`src/rtl/turn_pkg.sv`:
```
// Shared encodings for the checkers turn sequencer: FSM states, light modes and
// status word bit positions.
package turn_pkg;

  typedef enum logic [1:0] {
    S_SYNC   = 2'd0,
    S_PLAYER = 2'd1,
    S_CPU    = 2'd2,
    S_OVER   = 2'd3
  } state_t;

  localparam logic [1:0] LIGHT_SYNC   = 2'd0;
  localparam logic [1:0] LIGHT_PLAYER = 2'd1;
  localparam logic [1:0] LIGHT_CPU    = 2'd2;
  localparam logic [1:0] LIGHT_OVER   = 2'd3;

  localparam int unsigned STATUS_CPU_DONE  = 0;
  localparam int unsigned STATUS_GAME_OVER = 1;

  function automatic logic [1:0] light_of(state_t s);
    logic [1:0] mode;
    mode = LIGHT_SYNC;
    unique case (s)
      S_SYNC:   mode = LIGHT_SYNC;
      S_PLAYER: mode = LIGHT_PLAYER;
      S_CPU:    mode = LIGHT_CPU;
      S_OVER:   mode = LIGHT_OVER;
      default:  mode = LIGHT_SYNC;
    endcase
    return mode;
  endfunction

endpackage

```
`src/rtl/popcount32.sv`:
```
// Combinational population count of a 32-bit word (6-bit result).
module popcount32 (
  input  logic [31:0] value,
  output logic [5:0]  count
);

  always_comb begin
    count = 6'd0;
    for (int i = 0; i < 32; i++) begin
      count = count + 6'(value[i]);
    end
  end

endmodule

```
`src/rtl/turn_sequencer.sv`:
```
// Sequences player/CPU turns from the debounced sensor board and CPU status word.
// Optional CPU-turn watchdog enabled by defining TURN_WATCHDOG_EN.
module turn_sequencer
  import turn_pkg::*;
#(
  parameter int unsigned STABLE_CYCLES = 200000,
  parameter int unsigned CPU_TIMEOUT   = 100000000
) (
  input  logic        clk,
  input  logic        reset,
  input  logic [31:0] sensor_board,
  input  logic [31:0] player_board,
  input  logic [31:0] cpu_board,
  input  logic [31:0] status_in,
  input  logic        commit_btn,
  output logic        computer_turn,
  output logic [31:0] move_snapshot,
  output logic        snapshot_valid,
  output logic [1:0]  light_mode,
  output logic        move_error,
  output logic        timeout_error
);

  localparam int unsigned CntW = $clog2(STABLE_CYCLES + 1);

  state_t      state_q, state_d;
  logic        sync1_q, sync2_q, sync3_q, commit_q;
  logic [31:0] sensor_prev_q;
  logic [CntW-1:0] stab_cnt_q;
  logic        done_prev_q;
  logic [31:0] snap_q, snap_d;
  logic        snap_valid_q, snap_valid_d;
  logic        move_err_q, move_err_d;
  logic        timeout_q, timeout_d;

  logic [31:0] expected;
  logic [5:0]  sensor_pop, expected_pop;
  logic        stable, done_rise, game_over, move_ok, wd_expired;
  logic        unused_status;

  assign expected      = player_board | cpu_board;
  assign stable        = (stab_cnt_q == CntW'(STABLE_CYCLES));
  assign game_over     = status_in[STATUS_GAME_OVER];
  assign done_rise     = status_in[STATUS_CPU_DONE] & ~done_prev_q;
  assign unused_status = ^status_in[31:2];

  popcount32 u_pop_sensor (
    .value (sensor_board),
    .count (sensor_pop)
  );

  popcount32 u_pop_expected (
    .value (expected),
    .count (expected_pop)
  );

  assign move_ok = stable && (sensor_board != expected) && (sensor_pop <= expected_pop);

`ifdef TURN_WATCHDOG_EN
  localparam int unsigned WdW = $clog2(CPU_TIMEOUT + 1);

  logic [WdW-1:0] wd_cnt_q;

  // Counter is zero on the first S_CPU cycle because it is held clear elsewhere.
  always_ff @(posedge clk or negedge reset) begin
    if (!reset) begin
      wd_cnt_q <= '0;
    end else if (state_q != S_CPU) begin
      wd_cnt_q <= '0;
    end else if (!wd_expired) begin
      wd_cnt_q <= wd_cnt_q + 1'b1;
    end
  end

  assign wd_expired = (state_q == S_CPU) && (wd_cnt_q == WdW'(CPU_TIMEOUT - 1));
`else
  logic [31:0] unused_cfg;

  assign unused_cfg = CPU_TIMEOUT;
  assign wd_expired = 1'b0;
`endif

  // Commit button: two synchronizer flops, edge detect, registered pulse.
  always_ff @(posedge clk or negedge reset) begin
    if (!reset) begin
      sync1_q  <= 1'b0;
      sync2_q  <= 1'b0;
      sync3_q  <= 1'b0;
      commit_q <= 1'b0;
    end else begin
      sync1_q  <= commit_btn;
      sync2_q  <= sync1_q;
      sync3_q  <= sync2_q;
      commit_q <= sync2_q & ~sync3_q;
    end
  end

  always_ff @(posedge clk or negedge reset) begin
    if (!reset) begin
      sensor_prev_q <= '0;
      stab_cnt_q    <= '0;
    end else begin
      sensor_prev_q <= sensor_board;
      if (sensor_board != sensor_prev_q) begin
        stab_cnt_q <= '0;
      end else if (!stable) begin
        stab_cnt_q <= stab_cnt_q + 1'b1;
      end
    end
  end

  always_ff @(posedge clk or negedge reset) begin
    if (!reset) begin
      state_q      <= S_SYNC;
      done_prev_q  <= 1'b0;
      snap_q       <= '0;
      snap_valid_q <= 1'b0;
      move_err_q   <= 1'b0;
      timeout_q    <= 1'b0;
    end else begin
      state_q      <= state_d;
      done_prev_q  <= status_in[STATUS_CPU_DONE];
      snap_q       <= snap_d;
      snap_valid_q <= snap_valid_d;
      move_err_q   <= move_err_d;
      timeout_q    <= timeout_d;
    end
  end

  always_comb begin
    state_d      = state_q;
    snap_d       = snap_q;
    snap_valid_d = 1'b0;
    move_err_d   = move_err_q;
    timeout_d    = timeout_q;
    if (game_over) begin
      state_d = S_OVER;
    end else begin
      unique case (state_q)
        S_SYNC: begin
          if (stable && (sensor_board == expected)) begin
            state_d = S_PLAYER;
          end
        end
        S_PLAYER: begin
          if (commit_q) begin
            if (move_ok) begin
              snap_d       = sensor_board;
              snap_valid_d = 1'b1;
              move_err_d   = 1'b0;
              state_d      = S_CPU;
            end else begin
              move_err_d = 1'b1;
            end
          end
        end
        S_CPU: begin
          if (done_rise) begin
            state_d = S_SYNC;
          end else if (wd_expired) begin
            timeout_d = 1'b1;
            state_d   = S_SYNC;
          end
        end
        S_OVER: state_d = S_OVER;
        default: state_d = S_SYNC;
      endcase
    end
  end

  assign computer_turn  = (state_q == S_CPU);
  assign light_mode     = light_of(state_q);
  assign move_snapshot  = snap_q;
  assign snapshot_valid = snap_valid_q;
  assign move_error     = move_err_q;
  assign timeout_error  = timeout_q;

endmodule
```
`config.mk`:
```
export PLATFORM = sky130hd
export DESIGN_NAME = turn_sequencer
export DESIGN_NICKNAME = d
export VERILOG_FILES = /design/src/rtl/turn_pkg.sv /design/src/rtl/popcount32.sv /design/src/rtl/turn_sequencer.sv
export SDC_FILE = /design/constraint.sdc
export NUM_CORES = 1
export LEC_CHECK = 0
export ABC_AREA = 1
export ABC_CLOCK_PERIOD_IN_PS = 4600
export CAP_MARGIN = 10
export CORE_UTILIZATION = 40
export CTS_BUF_LIST = sky130_fd_sc_hd__clkbuf_4 sky130_fd_sc_hd__clkbuf_8
export DETAILED_ROUTE_END_ITERATION = 6
export PLACE_DENSITY_LB_ADDON = 0.25
export REMOVE_ABC_BUFFERS = 1
export SETUP_SLACK_MARGIN = 0.3
export SYNTH_ARGS = -nofsm -noshare
export SYNTH_HDL_FRONTEND = slang
export SYNTH_SLANG_ARGS = --single-unit
```
`constraint.sdc`:
```
create_clock -name clk -period 4.6 [get_ports clk]
set_clock_uncertainty 0.15 [all_clocks]
set_input_delay 0.92 -clock clk [delete_from_list [all_inputs] [get_ports clk]]
set_output_delay 0.92 -clock clk [all_outputs]
set_load 0.005 [all_outputs]
```
Word-level counts from Yosys, hierarchy flattened
Index checks and enable logic that the tools add are counted.

storage, ports and cells
  register bits after elaboration = 91
  output and inout bits = 38
  logic and storage cells = 114

operators by class
  $add $sub $neg = 63
  order comparisons = 1
  equality and inequality tests = 12
  multiplexer cells = 14
  bitwise logic cells = 6
  reductions and logical operators = 7

operators with widths
  cell                                                                      count
  6-bit by 1-bit adder with 6-bit output                                    60
  32-bit inequality test                                                    2
  18-bit 2-to-1 mux                                                         2
  32-bit equality test                                                      1
  32-bit OR                                                                 1
  18-bit by 1-bit adder with 18-bit output (second input constant)          1
  18-bit equality test (second input constant)                              1
  2-bit one-hot mux with 4 select lines                                     2
  2-bit 2-to-1 mux                                                          5
  3-bit inequality test (second input constant)                             3
  4-bit AND reduction                                                       2
  6-bit <= comparator                                                       1
  1-bit 2-to-1 mux                                                          5
  1-bit by 1-bit adder with 2-bit output                                    2
  2-bit equality test (second input constant)                               2
  1-bit logical AND                                                         3
  3-bit by 2-bit inequality test with 1-bit output (second input constant)  1
  1-bit inverter                                                            3
  3-bit AND reduction                                                       1
  1-bit AND                                                                 2
  2-bit by 1-bit equality test with 1-bit output (second input constant)    1
  2-bit zero test                                                           1
  2-bit by 1-bit inequality test with 1-bit output (second input constant)  1

Depth between registers and ports, before layout
  depth after elaboration = 38
  depth in mapped cells = 33
  gate-level depth less buffers = 33

Hierarchy
From an unflattened synthesis, not the netlist that was laid out.

second synthesis, totals
  cells, all modules = 817
  area, all modules = 6775.2 sq um

by module, submodules not included
  module          instances  cells each  area an instance (sq um)  seq. area each (sq um)
  turn_sequencer  1          607         4928.5                    2277.2
  popcount32      2          105         923.4                     0.0

Worst setup path before layout
OpenSTA, ideal clock, no wires.

  path type = input-to-reg
  from = in player_board[0]
  to = reg move_err_q, in the netlist move_error
  arrival = 6.441 ns
  data required time = 4.330 ns
  path slack = -2.111 ns
  cell stages on the path = 29
  cells stage by stage = inv_1 -> nand2_1 -> ha_1 -> fa_1 -> inv_1 -> fa_1 -> fa_1 -> fa_1 -> fa_1 -> fa_1 -> inv_1 -> ha_1 -> nand2_1 -> nor2_1 -> a211oi_1 -> nor2_1 -> o21ai_0 -> ha_1 -> nand2_1 -> nor2_1 -> o21ai_0 -> inv_1 -> o21ai_0 -> nand2_2 -> clkinv_2 -> nand3_4 -> buf_6 -> o21ai_0 -> inv_1

on the way
  longest elaborated chain between the ends = 35
  elaborated cells on any way between the ends = 37
  those cells by class = add/sub: 31; order compare: 1; eq/ne: 1; mux: 1; bitwise: 1; reduce/logical: 2

ends and longest elaborated chain
  element                                               line                   RTL
  start: declaration                                    turn_sequencer.sv:12   input logic [31:0] player_board,
  32-bit OR (*)                                         turn_sequencer.sv:41   assign expected = player_board | cpu_board;
  1-bit by 1-bit adder with 2-bit output                popcount32.sv:10       count = count + 6'(value[i]);
  6-bit by 1-bit adder with 6-bit output (30 in a row)  popcount32.sv:10
  6-bit <= comparator                                   turn_sequencer.sv:57   assign move_ok = stable && (sensor_board != expected) && (sensor_pop <= expected_pop);
  1-bit logical AND (*)                                 turn_sequencer.sv:57
  1-bit 2-to-1 mux (*)                                  turn_sequencer.sv:147  if (move_ok) begin
  end signal: assignment                                turn_sequencer.sv:125  move_err_q <= move_err_d;
  end: declaration                                      turn_sequencer.sv:33   logic move_err_q, move_err_d;

Mark *: on every way between the ends. The rest lies on a longest branch, timed or not.
A chain may end at the register's enable or synchronous reset.

Worst setup path in the final report
  from = in sensor_board[1]
  to = reg snap_q[10], in the netlist move_snapshot[10]

on the way
  longest elaborated chain between the ends = 34
  elaborated cells on any way between the ends = 36
  those cells by class = add/sub: 31; order compare: 1; eq/ne: 1; reduce/logical: 3

ends and longest elaborated chain
  element                                               line                   RTL
  start: declaration                                    turn_sequencer.sv:11   input logic [31:0] sensor_board,
  1-bit by 1-bit adder with 2-bit output                popcount32.sv:10
  6-bit by 1-bit adder with 6-bit output (30 in a row)  popcount32.sv:10
  6-bit <= comparator                                   turn_sequencer.sv:57
  1-bit logical AND (*)                                 turn_sequencer.sv:57
  4-bit AND reduction (no line) (*)                     --
  end signal: assignment                                turn_sequencer.sv:123  snap_q <= snap_d;
  end: declaration                                      turn_sequencer.sv:31   logic [31:0] snap_q, snap_d;

Marked as above.

==> results.json <==
{
  "core_region_area_um2": 15400,
  "grt_pass1_vias": 5890,
  "crit_required_ns": 4.76,
  "setup_viol": 36,
  "power-per-cell-area_nw_per_um2": 527,
  "drcViolationCount": 0,
  "finish.utilization": 0.624,
  "design_area_um2": 9630,
  "antenna_found_initial": 0,
  "synth_area_um2": 6430,
  "routed_wl_um": 19400,
  "crit_path_end_kind": "flop",
  "die_h_um": 129,
  "p_sw_uw": 2290,
  "slew_viol_final": 0,
  "grt_overflow_total": 0,
  "area_growth_pct": 49.9,
  "worstHoldStart": "sync1_q$_DFF_PN0_",
  "critPathArrivalTime_ns": 6.95,
  "ant_nets": 0,
  "power_frac_clock": 0.115,
  "worstSkewPairLatency_ns": 0.38,
  "grt_setup_unrepaired": "true",
  "switching_share": 0.451,
  "seqPwrFrac": 0.166,
  "route.met3.wl_um": 748,
  "outcome": "finished, violations left",
  "drt_iter0_drc": 292,
  "clk_path_buf_depth": 2,
  "nFillCells": 1345,
  "hold_viol": 0,
  "r2r_cells": 13,
  "grt_max_degree": 67,
  "cts_made_buffers": 9,
  "tritoncts": "done",
  "port_buffers": 137,
  "startpoint": "sensor_board[1]",
  "tightestPinTransition_ns": 0.852,
  "critPathMaxStageDelay_ns": 0.54,
  "hold_path_class": "reg -> reg",
  "num_vias": 5795,
  "die_area_um2": 16600,
  "first_pass_iters": 5,
  "met1_length_um": 8240,
  "combinationalPowerShare": 0.719,
  "cts.sinks": 91,
  "fin_crit_ns": 6.79,
  "synth.ff_latch_count": 91,
  "netlist_instances": 746,
  "syn_area_per_cell_um2": 8.62,
  "grt_first_pass_wirelength_um": 30700,
  "wire_per_inst_um": 15.8,
  "dpl_cell_area_um2": 8570,
  "top_layer_used": "met4",
  "num-nets-final": 1216,
  "via_per_inst": 4.73,
  "rows": 45,
  "final_layout_size_suffix_gt1_frac": 0.288,
  "cp_common_cell": "fa_1",
  "peakVddDrop_mv": 0.748,
  "pin_count": 169,
  "r2r_start": "stab_cnt_q[0]$_DFFE_PN0P_",
  "holdPathEnd": "sync2_q$_DFF_PN0_",
  "critPathMaxFanout": 8,
  "cpMaxStageDelayCell": "fa_1",
  "yosys.cell_types.count": 35,
  "ctsHoldBuffers": 0,
  "gp_congestion": 0.894,
  "cts.reportedPaths.clkPinSlew_ns": 0.09,
  "worstReg2RegEnd": "move_snapshot[10]$_DFFE_PN0P_",
  "max_freq_mhz": 147,
  "power.leakage_uw": 0.00467,
  "fin_ws_ns": -2.19,
  "r2r_slack_ns": 2.18,
  "die_w_um": 129,
  "floorplan.initialDensity": 0.417,
  "wl_met2_um": 9740,
  "synth-seq-area-share": 0.354,
  "violations": "setup timing",
  "cap_violations": 0,
  "pre_cts_ws_ns": -2.95,
  "diodes": 0,
  "htreeDepth": 3,
  "internal_power_uw": 2790,
  "slew_headroom": 0.432,
  "criticalPathCategory": "in -> reg",
  "cp-start-kind": "primary input",
  "post-route-period-util": 1.48,
  "holdPathStages": 0,
  "synth_warnings": 0,
  "cts_root_buffer": "clkbuf_8",
  "place_hpwl_um": 14300,
  "grt_use_total": 0.251
}
[cells in the mapped netlist (all sizes together)]
library cell  instances  area, um^2
inv                 150         563
nor3                 17         111
a22oi                 1        7.51
nand2               158         616
fa                   48         961
nor2                 84         325
nor4                  8        50.1
o211ai                2        15.0
or2                  14        87.6
a21oi                 9        45.0
xnor2                20         175
a21boi                1        7.51
dfrtp                91        2280
clkinv                1        5.00
a211oi                1        7.51
conb                  1        3.75
nand4                 7        43.8
a31oi                 2        12.5
nand3                31         178
o21ai                41         307
and2                  2        12.5
xor2                 19         166
ha                   29         363
o21bai                1        7.51
buf                   8        80.1
[through the flow]
stage	std cells	power, uW	setup TNS (ns)	hold WS [ns]
finish	1224	5080	-76.23	0.209
detailed placement	1161	3750	-104.83	0.191
global route	1224	5570	-85.64	0.226
CTS	1214	4680	-73.10	0.212
floorplan	738	2800	-89.58	0.181
global placement	1161	3670	-103.70	0.183
[sequential cells by signal (all words and copies together), names as in the netlist]
signal          cells
done_prev_q         1
state_q             2
stab_cnt_q         18
sync2_q             1
move_snapshot      32
commit_q            1
snapshot_valid      1
move_error          1
sensor_prev_q      32
sync1_q             1
sync3_q             1
[worst max-delay path: cells and delay by family]
family	cells	cell delay, ns
AOI/OAI and AO/OA	5	0.56
xor gates and xnor gates	1	0.17
adders and majority gates	10	4.06
buffers and inverters	10	0.90
and+or+nand+nor	4	0.33
[power by group through the flow]
| stage | Clock, uW | Sequential [uW] | Combinational [uW] |
|---|---|---|---|
| after floorplan | 0 | 855 | 1940 |
| after global placement | 0 | 857 | 2810 |
| after detailed placement | 0 | 858 | 2890 |
| after CTS | 598 | 842 | 3240 |
| after global routing | 624 | 846 | 4100 |
| final | 585 | 843 | 3650 |
[placed cells by master, fill, tap and decap left out, types with 13 or more instances in the layout]
cell,count
dlygate4sd2_1,34
inv_1,129
buf_4,109
xnor2_1,20
o21ai_2,29
ha_1,27
nand2_1,112
or2_2,14
nor3_1,13
nand2_2,20
fa_1,43
nand3_1,26
nor2_1,71
xor2_1,18
dfrtp_1,91
inv_2,16
clkdlybuf4s50_1,88
nand2_4,26
[cells by family after synthesis]
logic type / synth area share
AOI/OAI and AO/OA: 0.0637
xor gates and xnor gates: 0.0531
adders and majority gates: 0.206
buffers and inverters: 0.101
DFF: 0.354
other: 0.000583
and+or+nand+nor: 0.222
[final cells by class]
type                            count  area [um^2]  area share
Multi-Input combinational cell    496         3860       0.400
Timing Repair Buffer              259         2440       0.253
Sequential cell                    91         2280       0.236
Inverter                          151          592      0.0614
Tap cell                          211          264      0.0274
Clock buffer                       11          145      0.0151
Clock inverter                      5         60.1     0.00624
[metal layers]
metal	up-vias	global-route usage
li1	2808	-
met1	2780	0.322
met2	161	0.426
met3	46	0.0324
met4	0	0.105
met5	-	0
[worst max path at each step]
| stage | endpoint | slack (ns) | depth (start not counted) |
|---|---|---|---|
| floorplan | move_snapshot[14]$_DFFE_PN0P_ | -2.53 | 29 |
| global placement | move_snapshot[21]$_DFFE_PN0P_ | -2.91 | 30 |
| detailed placement | move_snapshot[0]$_DFFE_PN0P_ | -2.95 | 28 |
| CTS | move_snapshot[10]$_DFFE_PN0P_ | -2.12 | 31 |
| global route | move_snapshot[10]$_DFFE_PN0P_ | -2.46 | 31 |
| finish | move_snapshot[10]$_DFFE_PN0P_ | -2.19 | 30 |
[repair_timing]
item / in CTS / in global routing
endpoints found under the setup margin: 36 / 36
pin swaps: 57 / 26
endpoints found under the hold margin: 0 / 0
buffers inserted: 30 / 10
gates resized for setup: 184 / 34
gates cloned: 7 / 0
Power figures use the tool's default switching activity.
